File: config.mk
export PLATFORM = sky130hd
export DESIGN_NAME = mru_cmd_issuer
export DESIGN_NICKNAME = d
export VERILOG_FILES = /design/src/rtl/mru_cmd_issuer.sv
export SDC_FILE = /design/constraint.sdc
export NUM_CORES = 1
export LEC_CHECK = 0
export BUFFER_PORTS_ARGS = -buffer_cell sky130_fd_sc_hd__buf_2
export CAP_MARGIN = 20
export CORE_MARGIN = 2
export CORE_UTILIZATION = 50
export DETAILED_ROUTE_END_ITERATION = 10
export PLACE_DENSITY = 0.72
export SYNTH_ARGS = -nofsm -noshare
export SYNTH_HDL_FRONTEND = slang
export SYNTH_SLANG_ARGS = --single-unit
File: constraint.sdc
create_clock -name clk -period 3.1 [get_ports clk]
set_input_delay 0.465 -clock clk [delete_from_list [all_inputs] [get_ports clk]]
set_output_delay 0.465 -clock clk [all_outputs]
set_load 0.005 [all_outputs]
File: src/rtl/mru_cmd_issuer.sv
// Command front-end for the MRU buffer: queues set/get requests, issues them as
// single-cycle MRU strobes, and returns get results in order on a response port.
module mru_cmd_issuer #(
    parameter int WIDTH      = 16,
    parameter int BUF_SIZE   = 8,
    parameter int FIFO_DEPTH = 4,
    parameter int GET_LAT    = 1
) (
    input  logic                          clk,
    input  logic                          rst,
    input  logic                          cmd_valid_i,
    output logic                          cmd_ready_o,
    input  logic                          cmd_op_i,
    input  logic [WIDTH-1:0]              cmd_data_i,
    output logic                          mru_en_o,
    output logic                          mru_set_o,
    output logic                          mru_get_o,
    output logic [WIDTH-1:0]              mru_data_o,
    input  logic [WIDTH-1:0]              mru_data_i,
    output logic                          rsp_valid_o,
    input  logic                          rsp_ready_i,
    output logic [WIDTH-1:0]              rsp_data_o,
    output logic                          rsp_err_o,
    output logic [$clog2(FIFO_DEPTH):0]   fifo_level_o,
    output logic                          busy_o
);

    localparam int PTR_W = $clog2(FIFO_DEPTH);
    localparam int LVL_W = PTR_W + 1;
    localparam int CNT_W = 2;

    typedef enum logic [1:0] {IDLE, ISSUE, WAIT, RESP} state_t;

    state_t             state, state_next;
    logic               op_mem   [FIFO_DEPTH];
    logic [WIDTH-1:0]   data_mem [FIFO_DEPTH];
    logic [PTR_W-1:0]   wr_ptr, rd_ptr;
    logic [LVL_W-1:0]   level;
    logic [CNT_W-1:0]   lat_cnt;
    logic               push, pop;
    logic               head_op, head_bad;
    logic [WIDTH-1:0]   head_data;
    logic               en_d, set_d, get_d, err_d;
    logic [WIDTH-1:0]   mru_data_d, rsp_data_d;

    assign cmd_ready_o  = (level != LVL_W'(FIFO_DEPTH));
    assign push         = cmd_valid_i && cmd_ready_o;
    assign pop          = (state == IDLE) && (level != '0);
    assign head_op      = op_mem[rd_ptr];
    assign head_data    = data_mem[rd_ptr];
    // Out-of-range check uses every bit of the index, not just the low address bits.
    assign head_bad     = head_op && (head_data >= WIDTH'(BUF_SIZE));
    assign fifo_level_o = level;
    assign rsp_valid_o  = (state == RESP);
    assign busy_o       = (state != IDLE) || (level != '0);

    always_ff @(posedge clk) begin
        if (push) begin
            op_mem[wr_ptr]   <= cmd_op_i;
            data_mem[wr_ptr] <= cmd_data_i;
        end
    end

    always_ff @(posedge clk or posedge rst) begin
        if (rst) begin
            wr_ptr <= '0;
            rd_ptr <= '0;
            level  <= '0;
        end else begin
            if (push) wr_ptr <= wr_ptr + PTR_W'(1);
            if (pop)  rd_ptr <= rd_ptr + PTR_W'(1);
            case ({push, pop})
                2'b10:   level <= level + LVL_W'(1);
                2'b01:   level <= level - LVL_W'(1);
                default: level <= level;
            endcase
        end
    end

    always_ff @(posedge clk or posedge rst) begin
        if (rst) begin
            state   <= IDLE;
            lat_cnt <= '0;
        end else begin
            state <= state_next;
            if (state == ISSUE)     lat_cnt <= CNT_W'(GET_LAT);
            else if (state == WAIT) lat_cnt <= lat_cnt - CNT_W'(1);
        end
    end

    // mru_get_o is high exactly during ISSUE of a get, so it tells ISSUE where to go.
    always_comb begin
        state_next = state;
        case (state)
            IDLE:  if (pop) state_next = head_bad ? RESP : ISSUE;
            ISSUE: state_next = mru_get_o ? WAIT : IDLE;
            WAIT:  if (lat_cnt == CNT_W'(1)) state_next = RESP;
            RESP:  if (rsp_ready_i) state_next = IDLE;
            default: state_next = IDLE;
        endcase
    end

    always_comb begin
        en_d       = 1'b0;
        set_d      = 1'b0;
        get_d      = 1'b0;
        mru_data_d = mru_data_o;
        rsp_data_d = rsp_data_o;
        err_d      = rsp_err_o;
        if (pop) begin
            if (head_bad) begin
                rsp_data_d = '0;
                err_d      = 1'b1;
            end else begin
                en_d       = 1'b1;
                set_d      = !head_op;
                get_d      = head_op;
                mru_data_d = head_data;
            end
        end
        if ((state == WAIT) && (lat_cnt == CNT_W'(1))) begin
            rsp_data_d = mru_data_i;
            err_d      = 1'b0;
        end
    end

    always_ff @(posedge clk or posedge rst) begin
        if (rst) begin
            mru_en_o   <= 1'b0;
            mru_set_o  <= 1'b0;
            mru_get_o  <= 1'b0;
            mru_data_o <= '0;
            rsp_data_o <= '0;
            rsp_err_o  <= 1'b0;
        end else begin
            mru_en_o   <= en_d;
            mru_set_o  <= set_d;
            mru_get_o  <= get_d;
            mru_data_o <= mru_data_d;
            rsp_data_o <= rsp_data_d;
            rsp_err_o  <= err_d;
        end
    end

endmodule
==> out/summary.md <==
The clock slew seen by the registers of the worst setup and hold paths works out to 0.06 ns. Counting cells, the worst reg-to-reg path comes to 6. TritonCTS built the clock tree. The area fraction of the dominant cell type after synthesis came out at 0.4359. The xor/xnor share of the synthesized area was 0.01122; the minimum setup slack after placement was 0.3281 ns. At the later pin of the worst-skew pair, clock insertion delay measures 0.51 ns. Leaving out fill and tap cells, the most frequent cell in the layout is sky130_fd_sc_hd__buf_2. In the routed layout, each cell is associated on average with a via count of 5.348. Global routing finished with a remaining overflow of 0. The proportion of synthesized area in mux cells works out to 0.1039. Setup violations remaining at the end of the flow were counted as 0. Endpoint class of the critical path: a flip-flop. The overall routing resource usage is 0.1956, and the critical path data required time is 3.49 ns. The run gives 17 as the number of CTS-inserted buffers.

The tree is rooted in a sky130_fd_sc_hd__clkbuf_8. The tools report the critical path arrival as 3.22 ns. After synthesis, the largest family of logic cells by area is multiplexers. The fmax was 0.3527 GHz. The compound-cell area share of the yosys netlist is 0.05369. The tools report the starting density of the core as 0.5118.

The peak supply drop is 640.2 uV, and the worst slew slack as a fraction of its limit is 0.3374. For the distinct cell type count of the synthesized netlist, the log shows 40. The number of antenna cells inserted came out at 0.

After legalization and detailed placement, the total HPWL measured 5855 um. For this run, the post-layout net count is 432. The share of the yosys chip area belonging to registers is 0.6870, and the number of placed instances, taps included is 474. Port buffering added 78 buffers. Setup repair after global routing left no endpoint under its margin. The H-tree generated during clock tree synthesis spans 4 levels. The critical path goes through buf_12 -> mux4_1 -> nor4_1 -> nand4_2 -> o21ai_4 -> mux2_2. For the final routed database, the setup TNS stands at 0 ns.

CTS saw 115 sinks. The fraction of final layout cells sized beyond drive strength 1 came out at 0.3854. The logs give 127 for the count of routing violations after the opening detailed-route iteration and 9164 um for the total length of routed wires. The largest fanout of any net on the critical path is 14, and the vertical extent of the die is 100.8 um. The number of buffer and inverter stages on the critical path was 1. Internal power comes to 4126 uW.

After synthesis the cells add up to 4684 um^2. The worst flop-to-flop path startpoint was rd_ptr[0]. The number of antenna violations at the first check in global routing came out at 0. The fraction of the mapped netlist area in adder cells works out to 0.03098. The combinational share of power came out at 0.309. Type of element launching the critical path: a flip-flop. Maximum single-stage delay on the critical path: 0.59 ns. The flow ran to the end, and the final reports show no timing, DRC or antenna violations.

Among all flip-flop cells after synthesis, the most frequent one is sky130_fd_sc_hd__edfxtp_1. The final setup skew was 0.01285 ns; the number of buffers inserted to repair setup after CTS was 0. The worst-case register-to-register setup slack is 0.26 ns. The register bit count reported by yosys came out at 115. The first global-routing pass estimated 14400 um of wire.

Placeable core region: 9153 um^2. For this design the ratio of total power to cell area is 1054 nW/um^2. sky130_fd_sc_hd__edfxtp_1 takes more of the synthesized area than any other cell. The floorplan step set the die width to 100.8 um.

The tools report the global placer's final weighted congestion as 0.7575. The worst setup path is of the reg -> reg kind. In this run the power spent charging and discharging nets is 1952 uW.

The area growth from synthesis to layout works out to 23.10%. By area the synthesized netlist is led by sky130_fd_sc_hd__edfxtp_1, sky130_fd_sc_hd__dfrtp_1, sky130_fd_sc_hd__mux4_1. Counting every net in the synthesized netlist gives 337. The initialized floorplan defines 35 standard-cell rows. The leakage dissipation is 0.002463 uW, and the count of pins on the block boundary is 79. The post-route fraction of the period consumed by the critical path is 0.9146, and the layout filler cell count is 666.

The logs give 0.299 for the clock power share and 48 for the largest net degree at the start of global routing. Among cell families on the critical path, the largest total delay comes from multiplexers. The switching share of total power is 0.3211, and the post-placement cell area is 5175 um^2.

On the critical path, the stage with the largest delay is an instance of sky130_fd_sc_hd__mux4_1. The logs give 10160 um^2 for the die area and 6078 uW for the post-layout total power. The total count of max-transition violations in the final report was 0; the final instance area was 5767 um^2. The worst hold path belongs to the class in -> reg.

In this run the remaining antenna-violating nets after routing total 0. The via count of the first global-routing pass came out at 2792. Counting every instance in the synthesized netlist gives 289. The shortest period the worst path allows was 2.835 ns; the count of flip-flops with a built-in enable after synthesis was 68.

Before antenna repair, the detailed router went through 5 iterations. The share of flip-flops with an asynchronous set or reset after synthesis came out at 0.4087. The mean routed wirelength per cell was 18.04 um. The slew at the pin with the worst max-slew slack is 0.9896 ns. Post-route non-filler standard cell count: 508. The tools report the total number of yosys warnings as 0.

The register share of total power came out at 0.391. Mean post-synth cell area: 16.21 um^2. In the layout the commonest cells are sky130_fd_sc_hd__buf_2, sky130_fd_sc_hd__edfxtp_1, sky130_fd_sc_hd__dfrtp_1, sky130_fd_sc_hd__nand2_1.

Summing over every cut layer, the via total after detailed routing is 2717. The terminus of the critical flop-to-flop path was mru_data_o[4]. The run gives 0.2646 ns as the worst path setup slack after routing.

The worst hold path begins at cmd_data_i[11]. For this run, design rule violations remaining after detail routing come to 0. Cell depth of the worst min-delay path: 1. The final-report hold violation count is 0. Maximum clock insertion buffer count: 2. Post-synthesis simple-gate area fraction: 0.08066. The tool flagged a number of max-cap violations equal to 0. For hold timing, the worst endpoint is data_mem[3][11].
## layer usage
layer | GRT usage | up-vias | share of wire
li1 | - | 1262 | -
met2 | 0.3103 | 80 | 0.49
met4 | 0.07587 | 0 | 0.012
met3 | 0.06727 | 14 | 0.048
met5 | 0 | - | 0
met1 | 0.2500 | 1361 | 0.44
## how the worst max path moves through the flow
stage,from,end,slack [ns],cells past startpoint
6_report,rd_ptr[0],mru_data_o[4],0.26,6
5_1_grt,rd_ptr[0],mru_data_o[4],0.06,6
4_1_cts,rd_ptr[0],mru_data_o[15],0.24,6
3_5_place_dp,rd_ptr[0],mru_data_o[1],0.33,6
3_3_place_gp,rd_ptr[0],mru_data_o[2],0.42,6
2_1_floorplan,rd_ptr[0],mru_data_o[0],0.82,7
## repair_timing
| action | CTS | global route |
|---|---|---|
| endpoints found under the hold margin | 0 | 16 |
| hold buffers | 0 | 1 |
| resized for setup | 0 | 0 |
| setup endpoints to repair | 0 | 0 |
## registers in the layout (all words and copies together) (netlist names), 2 cells and up
signal,count
lat_cnt,2
state,2
mru_data_o,16
rd_ptr,2
rsp_data_o,16
fifo_level_o,3
data_mem,64
wr_ptr,2
op_mem,4
## through the flow
stage,utilization,hold WS (ns)
6_report,0.6301,0.1648
4_1_cts,0.6268,0.1306
5_1_grt,0.6301,0.1427
3_3_place_gp,0.5654,0.4719
2_1_floorplan,-,0.4741
3_5_place_dp,0.5654,0.4621
## synthesized netlist by cell type (4+ instances only)
library cell	count
sky130_fd_sc_hd__buf_6	5
sky130_fd_sc_hd__xnor2_1	4
sky130_fd_sc_hd__inv_1	13
sky130_fd_sc_hd__mux4_1	10
sky130_fd_sc_hd__a31o_2	11
sky130_fd_sc_hd__nor2_1	6
sky130_fd_sc_hd__dfrtp_1	47
sky130_fd_sc_hd__and2_1	7
sky130_fd_sc_hd__nand2_1	39
sky130_fd_sc_hd__and3_1	4
sky130_fd_sc_hd__ha_1	10
sky130_fd_sc_hd__and2_2	6
sky130_fd_sc_hd__edfxtp_1	68
sky130_fd_sc_hd__a21oi_1	16
sky130_fd_sc_hd__mux2_2	5
sky130_fd_sc_hd__mux4_2	7
## cell families after synthesis
group / after synthesis
XOR/XNOR: 6
AND/OR/NAND/NOR: 74
AO/OA/AOI/OAI: 36
flip-flops: 115
adder cells (fa/ha/maj): 11
buffers and inverters: 24
multiplexers: 23
## power by group through the flow
stage | sequential (uW) | clock [uW] | combinational [uW]
6_report | 2380 | 1820 | 1880
5_1_grt | 2430 | 1920 | 2090
4_1_cts | 2390 | 1850 | 1890
3_5_place_dp | 2410 | 0 | 1870
3_3_place_gp | 2390 | 0 | 1810
2_1_floorplan | 2340 | 0 | 1330
## final cells by class
cell class                      instances  area (um^2)  area share
Clock buffer                           17        414.1     0.07182
Timing Repair Buffer                   87        485.5     0.08418
Tap cell                              111        138.9     0.02408
Clock inverter                         15        147.6     0.02560
Inverter                               13        48.80    0.008462
Sequential cell                       115         3218      0.5580
Multi-Input combinational cell        150         1314      0.2278
## worst register-to-register path, delay by kind of cell (launching register included)
kind	cells	cell delay (ns)
buffers and inverters	1	0.22
muxes	2	0.97
AOI/OAI and AO/OA	1	0.32
and+or+nand+nor	2	0.65
DFF	1	0.56
Power figures use the tool's default switching activity.
